File: config.mk
export PLATFORM = sky130hd
export DESIGN_NAME = button_conditioner
export DESIGN_NICKNAME = d
export VERILOG_FILES = /design/src/rtl/watch_pkg.sv /design/src/rtl/button_channel.sv /design/src/rtl/button_conditioner.sv
export SDC_FILE = /design/constraint.sdc
export NUM_CORES = 1
export LEC_CHECK = 0
export ABC_AREA = 1
export CORE_UTILIZATION = 39
export CTS_CLUSTER_SIZE = 8
export DETAILED_ROUTE_END_ITERATION = 7
export PLACE_DENSITY_LB_ADDON = 0.08
export SYNTH_ARGS = -nofsm -noshare
export SYNTH_HDL_FRONTEND = slang
export SYNTH_SLANG_ARGS = --single-unit
File: constraint.sdc
create_clock -name clk -period 2 [get_ports clk]
set_input_delay 0.5 -clock clk [delete_from_list [all_inputs] [get_ports clk]]
set_output_delay 0.5 -clock clk [all_outputs]
set_load 0.1 [all_outputs]
File: src/rtl/watch_pkg.sv
// Shared constants and types for the watch front-end.
package watch_pkg;

  // Default timing at the 10 kHz watch clock
  localparam int unsigned CNT_W_DEF          = 16;
  localparam int unsigned DEBOUNCE_TICKS_DEF = 200;   // 20 ms
  localparam int unsigned HOLD_TICKS_DEF     = 5000;  // 500 ms
  localparam int unsigned REPEAT_TICKS_DEF   = 1000;  // 100 ms

  // Auto-repeat state of a button channel
  typedef enum logic [1:0] {
    IDLE   = 2'd0,
    HOLD   = 2'd1,
    REPEAT = 2'd2
  } rep_state_e;

endpackage

File: src/rtl/button_channel.sv
// One push-button conditioning channel: 2-flop synchroniser, debounce
// filter, press-edge pulse and an optional hold/auto-repeat FSM.
//
// Ports:
//   clk      in   watch system clock
//   reset    in   synchronous, active-high reset
//   i_btn    in   raw asynchronous button (1 = pressed)
//   o_pulse  out  one-cycle pulse per debounced press and per auto-repeat
//   o_level  out  debounced button level
module button_channel
  import watch_pkg::*;
#(
  parameter int unsigned CNT_W          = CNT_W_DEF,
  parameter int unsigned DEBOUNCE_TICKS = DEBOUNCE_TICKS_DEF,
  parameter int unsigned HOLD_TICKS     = HOLD_TICKS_DEF,
  parameter int unsigned REPEAT_TICKS   = REPEAT_TICKS_DEF,
  parameter bit          REPEAT_EN      = 1'b0
) (
  input  logic clk,
  input  logic reset,
  input  logic i_btn,
  output logic o_pulse,
  output logic o_level
);

  // Terminal counts; each counter reloads at its terminal value, so none wrap
  localparam logic [CNT_W-1:0] DEB_LAST  = CNT_W'(DEBOUNCE_TICKS - 1);
  localparam logic [CNT_W-1:0] HOLD_LAST = CNT_W'(HOLD_TICKS - 1);
  localparam logic [CNT_W-1:0] REP_LAST  = CNT_W'(REPEAT_TICKS - 1);

  logic             r_s1;
  logic             r_s2;
  logic             r_level;
  logic             r_pulse;
  logic [CNT_W-1:0] r_deb_cnt;
  logic [CNT_W-1:0] w_deb_cnt_nxt;

  rep_state_e       r_state;
  rep_state_e       w_state_nxt;
  logic [CNT_W-1:0] r_hold_cnt;
  logic [CNT_W-1:0] w_hold_cnt_nxt;
  logic             w_rep_pulse;

  logic             w_mismatch;
  logic             w_deb_done;
  logic             w_rise;
  logic             w_fall;

  // Debounced level flips once the synchronised input has disagreed with it
  // for DEBOUNCE_TICKS consecutive cycles
  assign w_mismatch = (r_s2 != r_level);
  assign w_deb_done = w_mismatch && (r_deb_cnt == DEB_LAST);
  assign w_rise     = w_deb_done && r_s2;
  assign w_fall     = w_deb_done && !r_s2;

  // Mismatch run-length counter: clears on agreement and on the flip itself
  always_comb begin
    w_deb_cnt_nxt = '0;
    if (w_mismatch && !w_deb_done) begin
      w_deb_cnt_nxt = r_deb_cnt + CNT_W'(1);
    end
  end

  // Synchroniser, debounce state and registered outputs
  always_ff @(posedge clk) begin
    if (reset) begin
      r_s1      <= 1'b0;
      r_s2      <= 1'b0;
      r_level   <= 1'b0;
      r_deb_cnt <= '0;
      r_pulse   <= 1'b0;
    end else begin
      r_s1      <= i_btn;
      r_s2      <= r_s1;
      r_deb_cnt <= w_deb_cnt_nxt;
      if (w_deb_done) begin
        r_level <= r_s2;
      end
      r_pulse   <= w_rise || w_rep_pulse;
    end
  end

  // Repeat FSM state register
  always_ff @(posedge clk) begin
    if (reset) begin
      r_state    <= IDLE;
      r_hold_cnt <= '0;
    end else begin
      r_state    <= w_state_nxt;
      r_hold_cnt <= w_hold_cnt_nxt;
    end
  end

  // Repeat FSM next state; a debounced fall wins over a due repeat pulse
  always_comb begin
    w_state_nxt    = r_state;
    w_hold_cnt_nxt = r_hold_cnt;
    w_rep_pulse    = 1'b0;
    if (REPEAT_EN) begin
      unique case (r_state)
        IDLE: begin
          if (w_rise) begin
            w_state_nxt    = HOLD;
            w_hold_cnt_nxt = '0;
          end
        end
        HOLD: begin
          if (w_fall) begin
            w_state_nxt    = IDLE;
            w_hold_cnt_nxt = '0;
          end else if (r_hold_cnt == HOLD_LAST) begin
            w_rep_pulse    = 1'b1;
            w_state_nxt    = REPEAT;
            w_hold_cnt_nxt = '0;
          end else begin
            w_hold_cnt_nxt = r_hold_cnt + CNT_W'(1);
          end
        end
        REPEAT: begin
          if (w_fall) begin
            w_state_nxt    = IDLE;
            w_hold_cnt_nxt = '0;
          end else if (r_hold_cnt == REP_LAST) begin
            w_rep_pulse    = 1'b1;
            w_hold_cnt_nxt = '0;
          end else begin
            w_hold_cnt_nxt = r_hold_cnt + CNT_W'(1);
          end
        end
        default: begin
          w_state_nxt    = IDLE;
          w_hold_cnt_nxt = '0;
        end
      endcase
    end
  end

  assign o_pulse = r_pulse;
  assign o_level = r_level;

endmodule

File: src/rtl/button_conditioner.sv
// Conditions the raw mode and increment push-buttons for the watch.
// The increment channel auto-repeats while held; the mode channel does not.
//
// Ports:
//   clk         in   watch system clock
//   reset       in   synchronous, active-high reset
//   mode_btn    in   raw mode button (1 = pressed)
//   inc_btn     in   raw increment button (1 = pressed)
//   mode_pulse  out  one-cycle pulse per debounced mode press
//   inc_pulse   out  one-cycle pulse per debounced increment press / repeat
//   mode_level  out  debounced mode level
//   inc_level   out  debounced increment level
module button_conditioner
  import watch_pkg::*;
#(
  parameter int unsigned CNT_W          = CNT_W_DEF,
  parameter int unsigned DEBOUNCE_TICKS = DEBOUNCE_TICKS_DEF,
  parameter int unsigned HOLD_TICKS     = HOLD_TICKS_DEF,
  parameter int unsigned REPEAT_TICKS   = REPEAT_TICKS_DEF
) (
  input  logic clk,
  input  logic reset,
  input  logic mode_btn,
  input  logic inc_btn,
  output logic mode_pulse,
  output logic inc_pulse,
  output logic mode_level,
  output logic inc_level
);

  // Mode button: press pulse only
  button_channel #(
    .CNT_W          (CNT_W),
    .DEBOUNCE_TICKS (DEBOUNCE_TICKS),
    .HOLD_TICKS     (HOLD_TICKS),
    .REPEAT_TICKS   (REPEAT_TICKS),
    .REPEAT_EN      (1'b0)
  ) u_mode (
    .clk     (clk),
    .reset   (reset),
    .i_btn   (mode_btn),
    .o_pulse (mode_pulse),
    .o_level (mode_level)
  );

  // Increment button: press pulse plus auto-repeat
  button_channel #(
    .CNT_W          (CNT_W),
    .DEBOUNCE_TICKS (DEBOUNCE_TICKS),
    .HOLD_TICKS     (HOLD_TICKS),
    .REPEAT_TICKS   (REPEAT_TICKS),
    .REPEAT_EN      (1'b1)
  ) u_inc (
    .clk     (clk),
    .reset   (reset),
    .i_btn   (inc_btn),
    .o_pulse (inc_pulse),
    .o_level (inc_level)
  );

endmodule

==> metrics, run 1 <==
minimum clock period after layout 1.80 ns; # port buffers 7; overall routed net length 5880 um; Area after DPL 3190 um^2; Sequential Power Share 50.5%; remaining antenna violation count 0; number of hold-repair buffers added at the cts stage 0; maximum number of buffers from clock root to sink 2; register bit count reported by yosys 58; Max Cap Violations 0; number of global-route vias before repair 2397; Clock transition at path regs 0.07 ns; last weighted congestion value of the routability-driven placer 0.831; number of placed instances, taps included 521; CTS tree yes; Crit Reg-Reg Startpoint u_inc.r_deb_cnt[0]; placeable core area 7370 um^2; placement row count 31; f_max 0.556 GHz; fraction of final layout cells sized beyond drive strength 1 14.4%; number of cells on the critical path 11; Post-Syn Nets 426; total routing usage reported by global routing 15.6%; largest net degree at the start of global routing 17; post-detailed-route via-to-cell ratio 4.82; 1st-iter DRT viols 82; master of the slowest instance on the critical path dfxtp_1; Die Y-Extent 89.9 um; Critical Setup Path Class register to register; synth-to-layout area growth 12.7%; worst ir drop on vdd 0.512 mV; cells along the critical path ha_1 > inv_1 > nor2_1 > nand2_1 > nor2_4 > nand3_4 > nand2_8 > buf_4 > nand2_2 > xor2_1 > nor2_2; Top Ports 8; gate count after technology mapping 416; Setup crit end u_inc.r_hold_cnt[9]; buffers inserted during post-CTS setup optimization 0; final cell count without fillers 537; mean cell area of the mapped netlist 7.25 um^2; Die X-Extent 89.9 um; Crit. End Element register; DR vias 2586; first element of the critical path u_inc.r_deb_cnt[0]; initial core utilization 40.9%; HPWL after detailed placement 4320 um; fraction of power consumed by the clock network 47.8%; worst reg-to-reg setup slack 0.20 ns; Pint 1820 uW; largest stage delay on the critical path 0.35 ns; endpoint arrival time on the critical path 2.02 ns; Tightest Hold Check Type register to register; number of nets in the layout 443; endpoint of the worst-slack reg-to-reg timing path u_inc.r_hold_cnt[9]; final count of negative-setup-slack endpoints 0; switching power 483 uW; Power per Cell Area 677 nW/um^2; initial antenna violation count 0; post-synth cell types 34; count of instances resized after the clock tree is built 0; setup repair after global routing missed its margin no; full die area 8090 um^2; first drt pass iteration count 4; Yosys warnings 0; data required time at the worst endpoint 2.22 ns; critical path launch point type register; Mapped Area 3020 um^2; count of inserted antenna diode cells 0; status completed; switching power share of the total 21.0%; leakage 0.00126 uW; number of cells on the worst reg-to-reg path 11; worst slew margin relative to its limit 71.2%; root buffer cell clkbuf_8; total gr overflow 0; wire length of the first global-routing pass 10200 um; Clk Latency, worst-skew pair 0.33 ns; final core area utilization 46.1%; sequential-to-total area share from yosys stat 38.5%; TritonCTS Buffers 9; final sum of negative setup slack 0 ns; final hold violation count 0; number of DRC violations after detailed routing 0; DR WL/cell 10.9 um; total of fill cells in the finished design 806; H-tree lvl count 3; Least-Margin Pin Slew 0.428 ns; Non-Filler Cell Area, Final 3400 um^2; Worst Clk Skew 0.00441 ns; Final period util 89.9%; Max Slew Vio Count 0; family of cells with the greatest summed delay on the critical path simple AND/OR/NAND/NOR gates; buffering stage count on the worst path with inverters included 2; combinational power share 1.7%; maximum fanout encountered on the critical timing path 14; total power draw 2300 uW; clock sinks 58
worst min-delay path by stage:
| stage | slack [ns] | depth (start not counted) | from | endpoint |
|---|---|---|---|---|
| floorplan | 0.39 | 2 | u_inc.r_s1 | u_inc.r_s2 |
| CTS | 0.42 | 2 | u_mode.r_s1 | u_mode.r_s2 |
| detailed placement | 0.40 | 2 | u_mode.r_s1 | u_mode.r_s2 |
| global placement | 0.40 | 2 | u_mode.r_s1 | u_mode.r_s2 |
| global route | 0.43 | 2 | u_mode.r_s1 | u_mode.r_s2 |
| finish | 0.41 | 2 | u_mode.r_s1 | u_mode.r_s2 |
cell usage after synthesis:
master / n / share of area, %
nor3b_1: 5 / 1.2
or2_2: 3 / 0.62
nand3b_1: 3 / 0.75
nand2_1: 76 / 9.5
nand3_2: 2 / 0.66
a21oi_2: 2 / 0.58
nor4_1: 3 / 0.62
ha_1: 6 / 2.5
dfxtp_1: 58 / 39
inv_1: 59 / 7.3
o21bai_1: 2 / 0.50
nor2_4: 3 / 1.1
nand2_2: 7 / 1.5
buf_2: 1 / 0.17
nand2_4: 2 / 0.75
a21oi_1: 22 / 3.7
or2_1: 1 / 0.21
buf_12: 1 / 0.66
buf_6: 1 / 0.37
o21ai_0: 10 / 1.7
xor2_1: 11 / 3.2
inv_2: 2 / 0.25
buf_4: 1 / 0.25
nor2_2: 14 / 2.9
nand4_1: 15 / 3.1
o21ai_1: 1 / 0.17
nor3_1: 12 / 2.0
buf_8: 1 / 0.50
clkbuf_1: 2 / 0.25
nor3_2: 1 / 0.33
xnor2_1: 3 / 0.87
nand3_1: 31 / 5.1
nor2_1: 52 / 6.5
nand3_4: 3 / 1.7
layout make-up:
| type | instances | area, um^2 | area share, % |
|---|---|---|---|
| Inverter | 61 | 229 | 6.74 |
| Clock inverter | 2 | 35.0 | 1.03 |
| Clock buffer | 14 | 163 | 4.79 |
| Tap cell | 99 | 124 | 3.65 |
| Timing Repair Buffer | 13 | 118 | 3.46 |
| Multi-Input combinational cell | 290 | 1570 | 46.1 |
| Sequential cell | 58 | 1160 | 34.2 |
logic make-up (layout without fill, tap and decap cells):
family,Yosys count,after routing,synth area share (%)
AO/OA/AOI/OAI,37,37,6.56
XOR/XNOR,14,14,4.07
adder cells (fa/ha/maj),6,6,2.49
buffers and inverters,68,90,9.79
flip-flops,58,58,38.5
AND/OR/NAND/NOR,233,233,38.6
state kept, by name (all words and copies together), names as in the netlist:
register,count
u_inc.o_pulse,1
u_mode.r_s1,1
u_mode.o_pulse,1
u_inc.o_level,1
u_mode.r_s2,1
u_mode.o_level,1
u_mode.r_deb_cnt,16
u_inc.r_s1,1
u_inc.r_state,2
u_inc.r_deb_cnt,16
u_inc.r_hold_cnt,16
u_inc.r_s2,1
worst min-delay path: stages, from the launching register on:
cell	delay [ns]
dfxtp_1	0.30
inv_1	0.04
nor2_1	0.03
routing by layer:
metal	vias to the layer above	share of wire (%)	routed length, um	track usage [%]
met1	1183	49	2860	18.2
li1	1364	-	-	-
met3	12	3.1	185	4.31
met4	0	1.8	108	7.66
met2	27	46	2720	26.3
met5	-	0	0	0
layout by cell type, fill, tap and decap left out, types with 11 or more instances in the layout:
master     n
a21oi_1   22
nand3_1   31
nand2_1   76
nand4_1   15
dfxtp_1   57
xor2_1    11
clkbuf_8  11
nor2_2    14
nor2_1    52
nor3_1    12
inv_1     59
power by group through the flow:
stage / registers [uW] / logic [uW] / clock network, uW
6_report: 1160 / 39.5 / 1100
5_1_grt: 1160 / 44.2 / 1190
4_1_cts: 1160 / 40.7 / 1140
3_5_place_dp: 1190 / 40.5 / 0
3_3_place_gp: 1190 / 40.0 / 0
2_1_floorplan: 1190 / 26.9 / 0
per-stage QoR:
| stage | setup WS (ns) | hold slack [ns] |
|---|---|---|
| after floorplan | 0.159 | 0.388 |
| after global placement | 0.190 | 0.400 |
| after detailed placement | 0.151 | 0.402 |
| after CTS | 0.127 | 0.417 |
| after global routing | 0.0226 | 0.434 |
| final | 0.202 | 0.413 |
Power figures use the tool's default switching activity.
==> inputs of run 2 (changes only) <==
Settings changed: TNS_END_PERCENT set to 1.
==> results of run 2 <==
The final DEF is identical to that of run 1; final timing and power are the same.
